`src/rtl/matrix_receiver_if.sv`:
```
// -----------------------------------------------------------------------------
// matrix_receiver_if
// Bundles the CPU matrix stream, the bank read port and the frame status of
// matrix_receiver.
//   master : CPU/consumer side (drives the stream, read select and ack)
//   slave  : the receiver (drives read data and frame status)
// Signals:
//   CPUvalid     frame-active qualifier
//   matrixState  CPU state code (0 idle, 1..6 matrix, 7 gap, 8 frame end)
//   mtrxIn       4x4 matrix, element k at [W*k +: W], k = row*4+col
//   rd_sel       bank read select (0..5, 6..7 read as zero)
//   frame_ack    one-cycle release pulse from the consumer
//   mtrx_rd      registered bank read data
//   loaded_mask  per-bank captured-this-frame flags
//   frame_ready  complete in-order frame available
//   err_seq      sticky sequence violation
//   frame_cnt    completed-frame counter (wraps)
// -----------------------------------------------------------------------------
interface matrix_receiver_if #(
    parameter int W = 21
);
    logic              CPUvalid;
    logic [3:0]        matrixState;
    logic [16*W-1:0]   mtrxIn;
    logic [2:0]        rd_sel;
    logic              frame_ack;
    logic [16*W-1:0]   mtrx_rd;
    logic [5:0]        loaded_mask;
    logic              frame_ready;
    logic              err_seq;
    logic [7:0]        frame_cnt;

    modport master (
        output CPUvalid, matrixState, mtrxIn, rd_sel, frame_ack,
        input  mtrx_rd, loaded_mask, frame_ready, err_seq, frame_cnt
    );

    modport slave (
        input  CPUvalid, matrixState, mtrxIn, rd_sel, frame_ack,
        output mtrx_rd, loaded_mask, frame_ready, err_seq, frame_cnt
    );
endinterface

```
`src/rtl/matrix_receiver.sv`:
```
// -----------------------------------------------------------------------------
// matrix_receiver
// Captures the six matrices (input, rotate-X/Y/Z, shifting, projection) of the
// CPU matrix stream into a six-entry bank, checks that the states arrive in
// order, flags a complete frame to the downstream multiply pipeline and serves
// the bank through a registered read port.
// Ports:
//   CLK   clock
//   rst   asynchronous, active-high reset
//   bus   matrix_receiver_if.slave (stream in, read port, frame status out)
// Parameters:
//   W            element width (Q1.10.10 signed)
//   CAPTURE_CYC  settled edges seen before a state's matrix is sampled (1..5)
// -----------------------------------------------------------------------------
module matrix_receiver #(
    parameter int W           = 21,
    parameter int CAPTURE_CYC = 2
) (
    input logic              CLK,
    input logic              rst,
    matrix_receiver_if.slave bus
);

    localparam int         MW        = 16 * W;
    localparam logic [2:0] CAP_DWELL = 3'(CAPTURE_CYC);

    logic [3:0]    state_q, state_d;
    logic [2:0]    dwell_q, dwell_d;
    logic [MW-1:0] bank_q [6];
    logic [MW-1:0] bank_d [6];
    logic [MW-1:0] mtrx_rd_q, mtrx_rd_d;
    logic [5:0]    mask_q, mask_d;
    logic          ready_q, ready_d;
    logic          err_q, err_d;
    logic [7:0]    cnt_q, cnt_d;

    logic          same_s;
    logic          in_range_s;
    logic          capture_s;
    logic          seq_err_s;
    logic          ack_s;
    logic          set_ready_s;
    logic [2:0]    cap_idx_s;

    // Next-state logic: dwell tracking, capture, sequence check, frame status, read mux.
    always_comb begin
        state_d   = state_q;
        dwell_d   = dwell_q;
        mask_d    = mask_q;
        ready_d   = ready_q;
        err_d     = err_q;
        cnt_d     = cnt_q;
        mtrx_rd_d = '0;
        for (int i = 0; i < 6; i++) begin
            bank_d[i] = bank_q[i];
        end

        same_s     = (bus.matrixState == state_q);
        in_range_s = (bus.matrixState >= 4'd1) && (bus.matrixState <= 4'd6);
        // dwell only passes CAP_DWELL once per visit, so this fires once per state
        capture_s  = bus.CPUvalid && same_s && (dwell_q == CAP_DWELL) && in_range_s;
        cap_idx_s  = bus.matrixState[2:0] - 3'd1;
        seq_err_s  = bus.CPUvalid && !same_s &&
                     !((bus.matrixState == (state_q + 4'd1)) && (state_q <= 4'd7));
        ack_s      = bus.CPUvalid && bus.frame_ack && ready_q;
        // an illegal jump into state 8 on this very edge also blocks the frame
        set_ready_s = bus.CPUvalid && (bus.matrixState == 4'd8) && (mask_q == 6'h3F) &&
                      !err_q && !seq_err_s && !ready_q;

        // Bank write; capture is already qualified by CPUvalid
        for (int i = 0; i < 6; i++) begin
            if (capture_s && (cap_idx_s == 3'(i))) begin
                bank_d[i] = bus.mtrxIn;
            end else begin
                bank_d[i] = bank_q[i];
            end
        end

        if (!bus.CPUvalid) begin
            // partial frame discarded; bank and frame counter retained
            state_d = 4'd0;
            dwell_d = 3'd0;
            mask_d  = 6'h00;
            ready_d = 1'b0;
            err_d   = 1'b0;
            cnt_d   = cnt_q;
        end else begin
            state_d = bus.matrixState;

            if (!same_s) begin
                dwell_d = 3'd1;
            end else if (dwell_q == 3'd7) begin
                dwell_d = 3'd7;
            end else begin
                dwell_d = dwell_q + 3'd1;
            end

            if (ack_s) begin
                mask_d = 6'h00;
            end else begin
                mask_d = mask_q;
            end
            if (capture_s) begin
                mask_d = mask_d | (6'b00_0001 << cap_idx_s);
            end else begin
                mask_d = mask_d;
            end

            err_d = err_q | seq_err_s;

            if (ack_s) begin
                ready_d = 1'b0;
            end else if (set_ready_s) begin
                ready_d = 1'b1;
            end else begin
                ready_d = ready_q;
            end

            if (set_ready_s) begin
                cnt_d = cnt_q + 8'd1;
            end else begin
                cnt_d = cnt_q;
            end
        end

        // Read uses the pre-capture bank, so a same-edge capture returns old data
        case (bus.rd_sel)
            3'd0:    mtrx_rd_d = bank_q[0];
            3'd1:    mtrx_rd_d = bank_q[1];
            3'd2:    mtrx_rd_d = bank_q[2];
            3'd3:    mtrx_rd_d = bank_q[3];
            3'd4:    mtrx_rd_d = bank_q[4];
            3'd5:    mtrx_rd_d = bank_q[5];
            default: mtrx_rd_d = '0;
        endcase
    end

    // State, bank and output registers with asynchronous reset.
    always_ff @(posedge CLK or posedge rst) begin
        if (rst) begin
            state_q   <= 4'd0;
            dwell_q   <= 3'd0;
            mtrx_rd_q <= '0;
            mask_q    <= 6'h00;
            ready_q   <= 1'b0;
            err_q     <= 1'b0;
            cnt_q     <= 8'd0;
            for (int i = 0; i < 6; i++) begin
                bank_q[i] <= '0;
            end
        end else begin
            state_q   <= state_d;
            dwell_q   <= dwell_d;
            mtrx_rd_q <= mtrx_rd_d;
            mask_q    <= mask_d;
            ready_q   <= ready_d;
            err_q     <= err_d;
            cnt_q     <= cnt_d;
            for (int i = 0; i < 6; i++) begin
                bank_q[i] <= bank_d[i];
            end
        end
    end

    assign bus.mtrx_rd     = mtrx_rd_q;
    assign bus.loaded_mask = mask_q;
    assign bus.frame_ready = ready_q;
    assign bus.err_seq     = err_q;
    assign bus.frame_cnt   = cnt_q;

endmodule

```
`src/flat_wrapper.sv`:
```
// flat-port wrapper written by rule: the top's interface ports become plain ports
module matrix_receiver_flat 
#(
    parameter int W           = 21,
    parameter int CAPTURE_CYC = 2
)
  (CLK, rst, bus_CPUvalid, bus_matrixState, bus_mtrxIn, bus_rd_sel, bus_frame_ack, bus_mtrx_rd, bus_loaded_mask, bus_frame_ready, bus_err_seq, bus_frame_cnt);
  matrix_receiver_if #(.W(W)) bus_i ();
  input logic CLK;
  input logic rst;
  input wire logic [$bits(bus_i.CPUvalid)-1:0] bus_CPUvalid;
  input wire logic [$bits(bus_i.matrixState)-1:0] bus_matrixState;
  input wire logic [$bits(bus_i.mtrxIn)-1:0] bus_mtrxIn;
  input wire logic [$bits(bus_i.rd_sel)-1:0] bus_rd_sel;
  input wire logic [$bits(bus_i.frame_ack)-1:0] bus_frame_ack;
  output wire logic [$bits(bus_i.mtrx_rd)-1:0] bus_mtrx_rd;
  output wire logic [$bits(bus_i.loaded_mask)-1:0] bus_loaded_mask;
  output wire logic [$bits(bus_i.frame_ready)-1:0] bus_frame_ready;
  output wire logic [$bits(bus_i.err_seq)-1:0] bus_err_seq;
  output wire logic [$bits(bus_i.frame_cnt)-1:0] bus_frame_cnt;
  assign bus_i.CPUvalid = bus_CPUvalid;
  assign bus_i.matrixState = bus_matrixState;
  assign bus_i.mtrxIn = bus_mtrxIn;
  assign bus_i.rd_sel = bus_rd_sel;
  assign bus_i.frame_ack = bus_frame_ack;
  assign bus_mtrx_rd = bus_i.mtrx_rd;
  assign bus_loaded_mask = bus_i.loaded_mask;
  assign bus_frame_ready = bus_i.frame_ready;
  assign bus_err_seq = bus_i.err_seq;
  assign bus_frame_cnt = bus_i.frame_cnt;
  matrix_receiver #(.W(W), .CAPTURE_CYC(CAPTURE_CYC)) u_core (.CLK(CLK), .rst(rst), .bus(bus_i));
endmodule
```
`config.mk`:
```
export PLATFORM = sky130hd
export DESIGN_NAME = matrix_receiver_flat
export DESIGN_NICKNAME = d
export VERILOG_FILES = /design/src/rtl/matrix_receiver_if.sv /design/src/rtl/matrix_receiver.sv /design/src/flat_wrapper.sv
export SDC_FILE = /design/constraint.sdc
export NUM_CORES = 2
export LEC_CHECK = 0
export ABC_AREA = 1
export CAP_MARGIN = 30
export CORE_MARGIN = 1.5
export CORE_UTILIZATION = 30
export CTS_BUF_LIST = sky130_fd_sc_hd__clkbuf_8
export CTS_CLUSTER_DIAMETER = 200
export DETAILED_ROUTE_END_ITERATION = 16
export SLEW_MARGIN = 10
export SYNTH_ARGS = -nofsm -noshare
export SYNTH_HDL_FRONTEND = slang
export SYNTH_SLANG_ARGS = --single-unit
```
`constraint.sdc`:
```
create_clock -name CLK -period 103.4 [get_ports CLK]
set_input_delay 15.51 -clock CLK [delete_from_list [all_inputs] [get_ports CLK]]
set_output_delay 15.51 -clock CLK [all_outputs]
set_load 0.03 [all_outputs]
```
=== Yosys cells after proc, flatten, opt, wreduce, memory -nomap -nowiden ===
Cells that the tools add are included.

* Register bits: 2375
* Input port bits: 347
* Logic and storage cells: 81

* $add $sub $neg: 4
* $lt $le $gt $ge: 3
* Eq/ne operators: 17
* Shifts and indexed selects: 1
* Multiplexer cells: 13
* Bitwise gates (word level): 2
* Reductions and logical operators: 28

{| class="wikitable"
|+ Operators with widths
! kind !! number
|-
| one-hot mux 336 bit (6 select lines) || 1
|-
| 2-to-1 mux 6 bit || 4
|-
| logical AND 1 bit || 20
|-
| == test 3 x 2 -> 1 bit, second input constant || 5
|-
| == test 3 bit, second input constant || 5
|-
| 2-to-1 mux 3 bit || 3
|-
| adder 8 x 1 -> 8 bit, second input constant || 1
|-
| == test 4 bit || 2
|-
| less-or-equal comparator 4 x 3 -> 1 bit, second input constant || 2
|-
| == test 3 x 1 -> 1 bit, second input constant || 2
|-
| == test 6 bit, second input constant || 1
|-
| logical NOT 3 bit || 2
|-
| bitwise OR 6 bit || 1
|-
| << shifter 1 x 3 -> 6 bit, first input constant || 1
|-
| logical NOT 1 bit || 5
|-
| adder 4 x 1 -> 4 bit, second input constant || 1
|-
| == test 4 bit, second input constant || 1
|-
| greater-or-equal comparator 4 x 1 -> 1 bit, second input constant || 1
|-
| 2-to-1 mux 1 bit || 4
|-
| 2-to-1 mux 4 bit || 1
|-
| adder 3 x 1 -> 3 bit, second input constant || 1
|-
| inequality test 3 x 1 -> 1 bit, second input constant || 1
|-
| subtractor 3 x 1 -> 3 bit, second input constant || 1
|-
| AND reduction 2 bit || 1
|-
| bitwise OR 1 bit || 1
|}

=== Depth between registers and ports, before layout ===
* Depth after elaboration: 11
* Gate-level depth with buffers: 14
* Depth with buffers taken out: 10

=== Worst setup path before layout ===
No wires, ideal clock.

* Path kind: in2reg
* Start: input bus_matrixState[1]
* End: register u_core.bank_q[3] in the netlist's numbering
* Setup time: 0.130 ns
* Arrival: 17.033 ns
* Required time: 103.270 ns
* Path slack: 86.236 ns
* Stages on the path: 14
* Buffers on the path: 4
* Cells stage by stage: buf_2 -> inv_1 -> nand2_1 -> nand2_1 -> nand2_1 -> nor2_2 -> nand2_1 -> inv_2 -> nand3_2 -> buf_2 -> buf_2 -> buf_2 -> nand2_1 -> o21ai_0

* Longest elaborated chain between the ends: 5
* Elaborated cells between the ends (all ways): 10

{| class="wikitable"
|+ Ends and longest elaborated chain
! item !! line !! source
|-
| start, declared || flat_wrapper.sv:12 || <nowiki>input wire logic [$bits(bus_i.matrixState)-1:0] bus_matrixState;</nowiki>
|-
| parallel branches: the longest is 4 deep, another holds subtractor 3 x 1 -> 3 bit || - ||
|-
| logical AND 1 bit * || matrix_receiver.sv:72 || <nowiki>if (capture_s && (cap_idx_s == 3'(i))) begin</nowiki>
|-
| end signal, assigned by index || matrix_receiver.sv:160 || <nowiki>bank_q[i] <= bank_d[i];</nowiki>
|-
| end, declared || matrix_receiver.sv:29 || <nowiki>logic [MW-1:0] bank_q [6];</nowiki>
|}

Every way passes the cells marked *.
A chain may end at the register's enable or synchronous reset.

=== Worst setup path in the final report ===
* Start: input bus_matrixState[1]
* End: register u_core.bank_q[1209] in the netlist's numbering

* Longest elaborated chain between the ends: 5
* Elaborated cells between the ends (all ways): 10

{| class="wikitable"
|+ Ends and longest elaborated chain
! item !! line
|-
| parallel branches: the longest is 4 deep, another holds subtractor 3 x 1 -> 3 bit || -
|-
| logical AND 1 bit * || matrix_receiver.sv:72
|}

Marks and branches as above.

==> flow_metrics.tcl <==
set metrics [dict create \
    seq_area_frac_synth 0.6135 \
    postRouteWirelength_um 286500 \
    avgSynthCellArea_um2 8.825 \
    total_power_w 0.001912 \
    final.min_clock_period_ns 19.84 \
    layout-area-overhead-vs-synth_pct 19.89 \
    most_frequent_standard_cell_in_the_layout_excluding_fill_and_tap_cells "nand2_1" \
    tightest_slew_ns 1.104 \
    area_enclosed_by_the_die_boundary_um2 326400 \
    fp-row-count 208 \
    die_boundary_width_um 571.3 \
    placedInstanceArea_um2 107600 \
    critical_path_cell_with_the_highest_stage_delay "buf_4" \
    grt_pass1_vias 72830 \
    power-per-cell-area_nw_per_um2 16.46 \
    post_route_cells_drive_above_1_share 0.06166 \
    detailed_place_hpwl_um 166200 \
    drc 0 \
    critPathLaunchType "input port" \
    grt_pass1_wl_um 440900 \
    syn_std_cell_area_um2 96880 \
    routed_via_density 4.606 \
    layout_net_count 11900 \
    path_delay_family "buffers and inverters" \
    path_cells "clkdlybuf4s50_1, nor2_1, inv_2, nor2_1, nor3_4, nand3_2, nor2_4, buf_4, buf_4, buf_4, buf_4, o21ai_0" \
    grt_antenna_before_repair 62 \
    finalInstanceArea_um2 116100 \
    cap_violations 0 \
    cts.repair_timing.setup_buffer_count 0 \
    post_cts.resized_instances 0 \
    initial_core_util 0.3017 \
    report.final.hold_viol_count 0 \
    fin_crit_sh 0.1919 \
    globalRoute.totalOverflow 0 \
    floorplan.io_pins 699 \
    critical_path_arrival_ns 20.70 \
    synthesis.yosys.warnings 0 \
    cts_buffers 410 \
    max_freq_mhz 50.41 \
    hp-class "register to register" \
    cts-hold-fix-buffers 0 \
    timing.critical_path.to_type "register" \
    setup_total_negative_slack_ns 0 \
    cts_root_buf "clkbuf_8" \
    detailedRoute.firstPassIterationCount 6 \
    maximum_fanout_along_the_worst_path 78 \
    static-leakage-power_nw 54.82 \
    final_setup_fails 0 \
    timing.critical_path.slowest_cell_delay_ns 0.76 \
    critical_path_required_ns 104.26 \
    fin_skew_ns 0.06494 \
    finalHoldWorstSlack_ns 0.4515 \
    synth_cells 10980 \
    detail-route-antenna-nets 0 \
    final_cell_mix "nand2_1, dfrtp_1, o21ai_0" \
    clockBufferDepth 4 \
    drtIter0Drc 5920 \
    die_h_um 571.3 \
    wl_per_cell_um 17.72 \
    cp.buffers_inverters 6 \
    slew_violations 0 \
    ir_worst_vdd_mv 0.01038 \
    clock_slew_at_reported_path_ffs_ns 0.07 \
    finalWeightedCongestion 0.8069 \
    global_route.usage.total 0.1726 \
    max_slew_margin 0.2641 \
    portBuffers 698 \
    clock-sinks 2375 \
    coreArea_um2 321100 \
    synth.lib_cells_used.distinct 31 \
    status "finished clean" \
    clk_latency_ns 1.07 \
    path_class "input port to register" \
    grt_start_max_net_pins 177 \
    ys_ff_latch 2375 \
    cts.htree.levels 5 \
    via_count 74490 \
    cts_tree "built" \
    most_used_cell_along_the_critical_path "buf_4" \
    setup_repair_after_global_routing_missed_its_margin "no" \
    synth.net_count 11330 \
]
==> cells by family (layout without fill, tap and decap cells) <==
logic type | count (synthesis) | after routing | share of synthesized area
other | 0 | 27 | 0
buffers and inverters | 2129 | 2991 | 0.08622
DFF | 2375 | 2375 | 0.6135
adders and majority gates | 4 | 4 | 0.0005166
xor gates and xnor gates | 4 | 4 | 0.0003617
AOI/OAI and AO/OA | 2715 | 2715 | 0.1453
and+or+nand+nor | 3751 | 3751 | 0.1541
==> final timing paths <==
kind,startpoint,endpoint,slack (ns),cells after the start
max,bus_matrixState[1],u_core.bank_q[1209]$_DFFE_PP0P_,83.56,12
min,u_core.bank_q[1899]$_DFFE_PP0P_,u_core.bus.mtrx_rd[219]$_DFF_PP0_,0.45,2
max reg2reg,u_core.dwell_q[0]$_DFF_PP0_,u_core.bank_q[1209]$_DFFE_PP0P_,98.19,11
min reg2reg,u_core.bank_q[1899]$_DFFE_PP0P_,u_core.bus.mtrx_rd[219]$_DFF_PP0_,0.45,2
max in group asynchronous,rst,u_core.bank_q[349]$_DFFE_PP0P_,84.18,8
min in group asynchronous,rst,u_core.bank_q[1562]$_DFFE_PP0P_,15.01,2
==> cells in the mapped netlist, drive strengths merged <==
cell	instances	area share
nand4	90	0.0058
xor2	3	0.00027
o221ai	25	0.0023
or3	141	0.0091
ha	4	0.00052
o21ai	2338	0.12
o211ai	6	0.00046
o2111ai	26	0.0024
clkinv	2	0.000078
a211oi	2	0.00015
xnor2	1	0.000090
o22ai	225	0.015
nor2	244	0.0095
or2	17	0.0011
nand3	93	0.0051
inv	1457	0.056
nand2	3121	0.12
buf	194	0.011
a21oi	93	0.0048
clkbuf	476	0.018
dfrtp	2375	0.61
nor3	40	0.0022
nand3b	5	0.00039
==> sequential cells by signal, indices dropped and copies added (netlist names) <==
register,count
u_core.bank_q,2016
u_core.bus.mtrx_rd,336
u_core.bus.frame_cnt,8
u_core.bus.loaded_mask,6
u_core.state_q,4
u_core.dwell_q,3
u_core.bus.err_seq,1
u_core.bus.frame_ready,1
==> power by group <==
part | switching, W | internal, W
Sequential | 0.00000648 | 0.000939
Combinational | 0.0000806 | 0.0000372
Clock | 0.000394 | 0.000454
Total | 0.000481 | 0.00143
==> per-layer routing <==
layer / vias up / part of all wire / GRT usage
li1: 35970 / - / -
met5: - / 0.0017 / 0.002792
met3: 507 / 0.063 / 0.03586
met2: 2025 / 0.44 / 0.2646
met1: 35940 / 0.46 / 0.2388
met4: 58 / 0.033 / 0.06538
==> area by class of cell <==
type / count / area, um^2
fillers: 32960 / 205000
flip-flops and latches: 2375 / 59430
clock buffers: 505 / 6950
repair buffers: 826 / 8478
multi-input cells: 6474 / 29170
diodes: 27 / 67.56
inverters: 1459 / 5507
well taps: 4305 / 5386
clock inverters: 201 / 1160
==> worst min-delay path: stages (launching register included) <==
cell and delay [ns]:
dfrtp_1 0.34, nand2_1 0.05, nand3_1 0.07
==> stage by stage <==
step,instances,setup slack (ns),util
final,16170,83.56,0.3617
after global routing,16160,83.16,0.3616
after CTS,16130,83.67,0.3602
after detailed placement,15420,82.47,0.3349
after global placement,15420,82.58,0.3347
after floorplan,10980,20.77,-
Note: power is estimated with default switching activity, not from simulation.
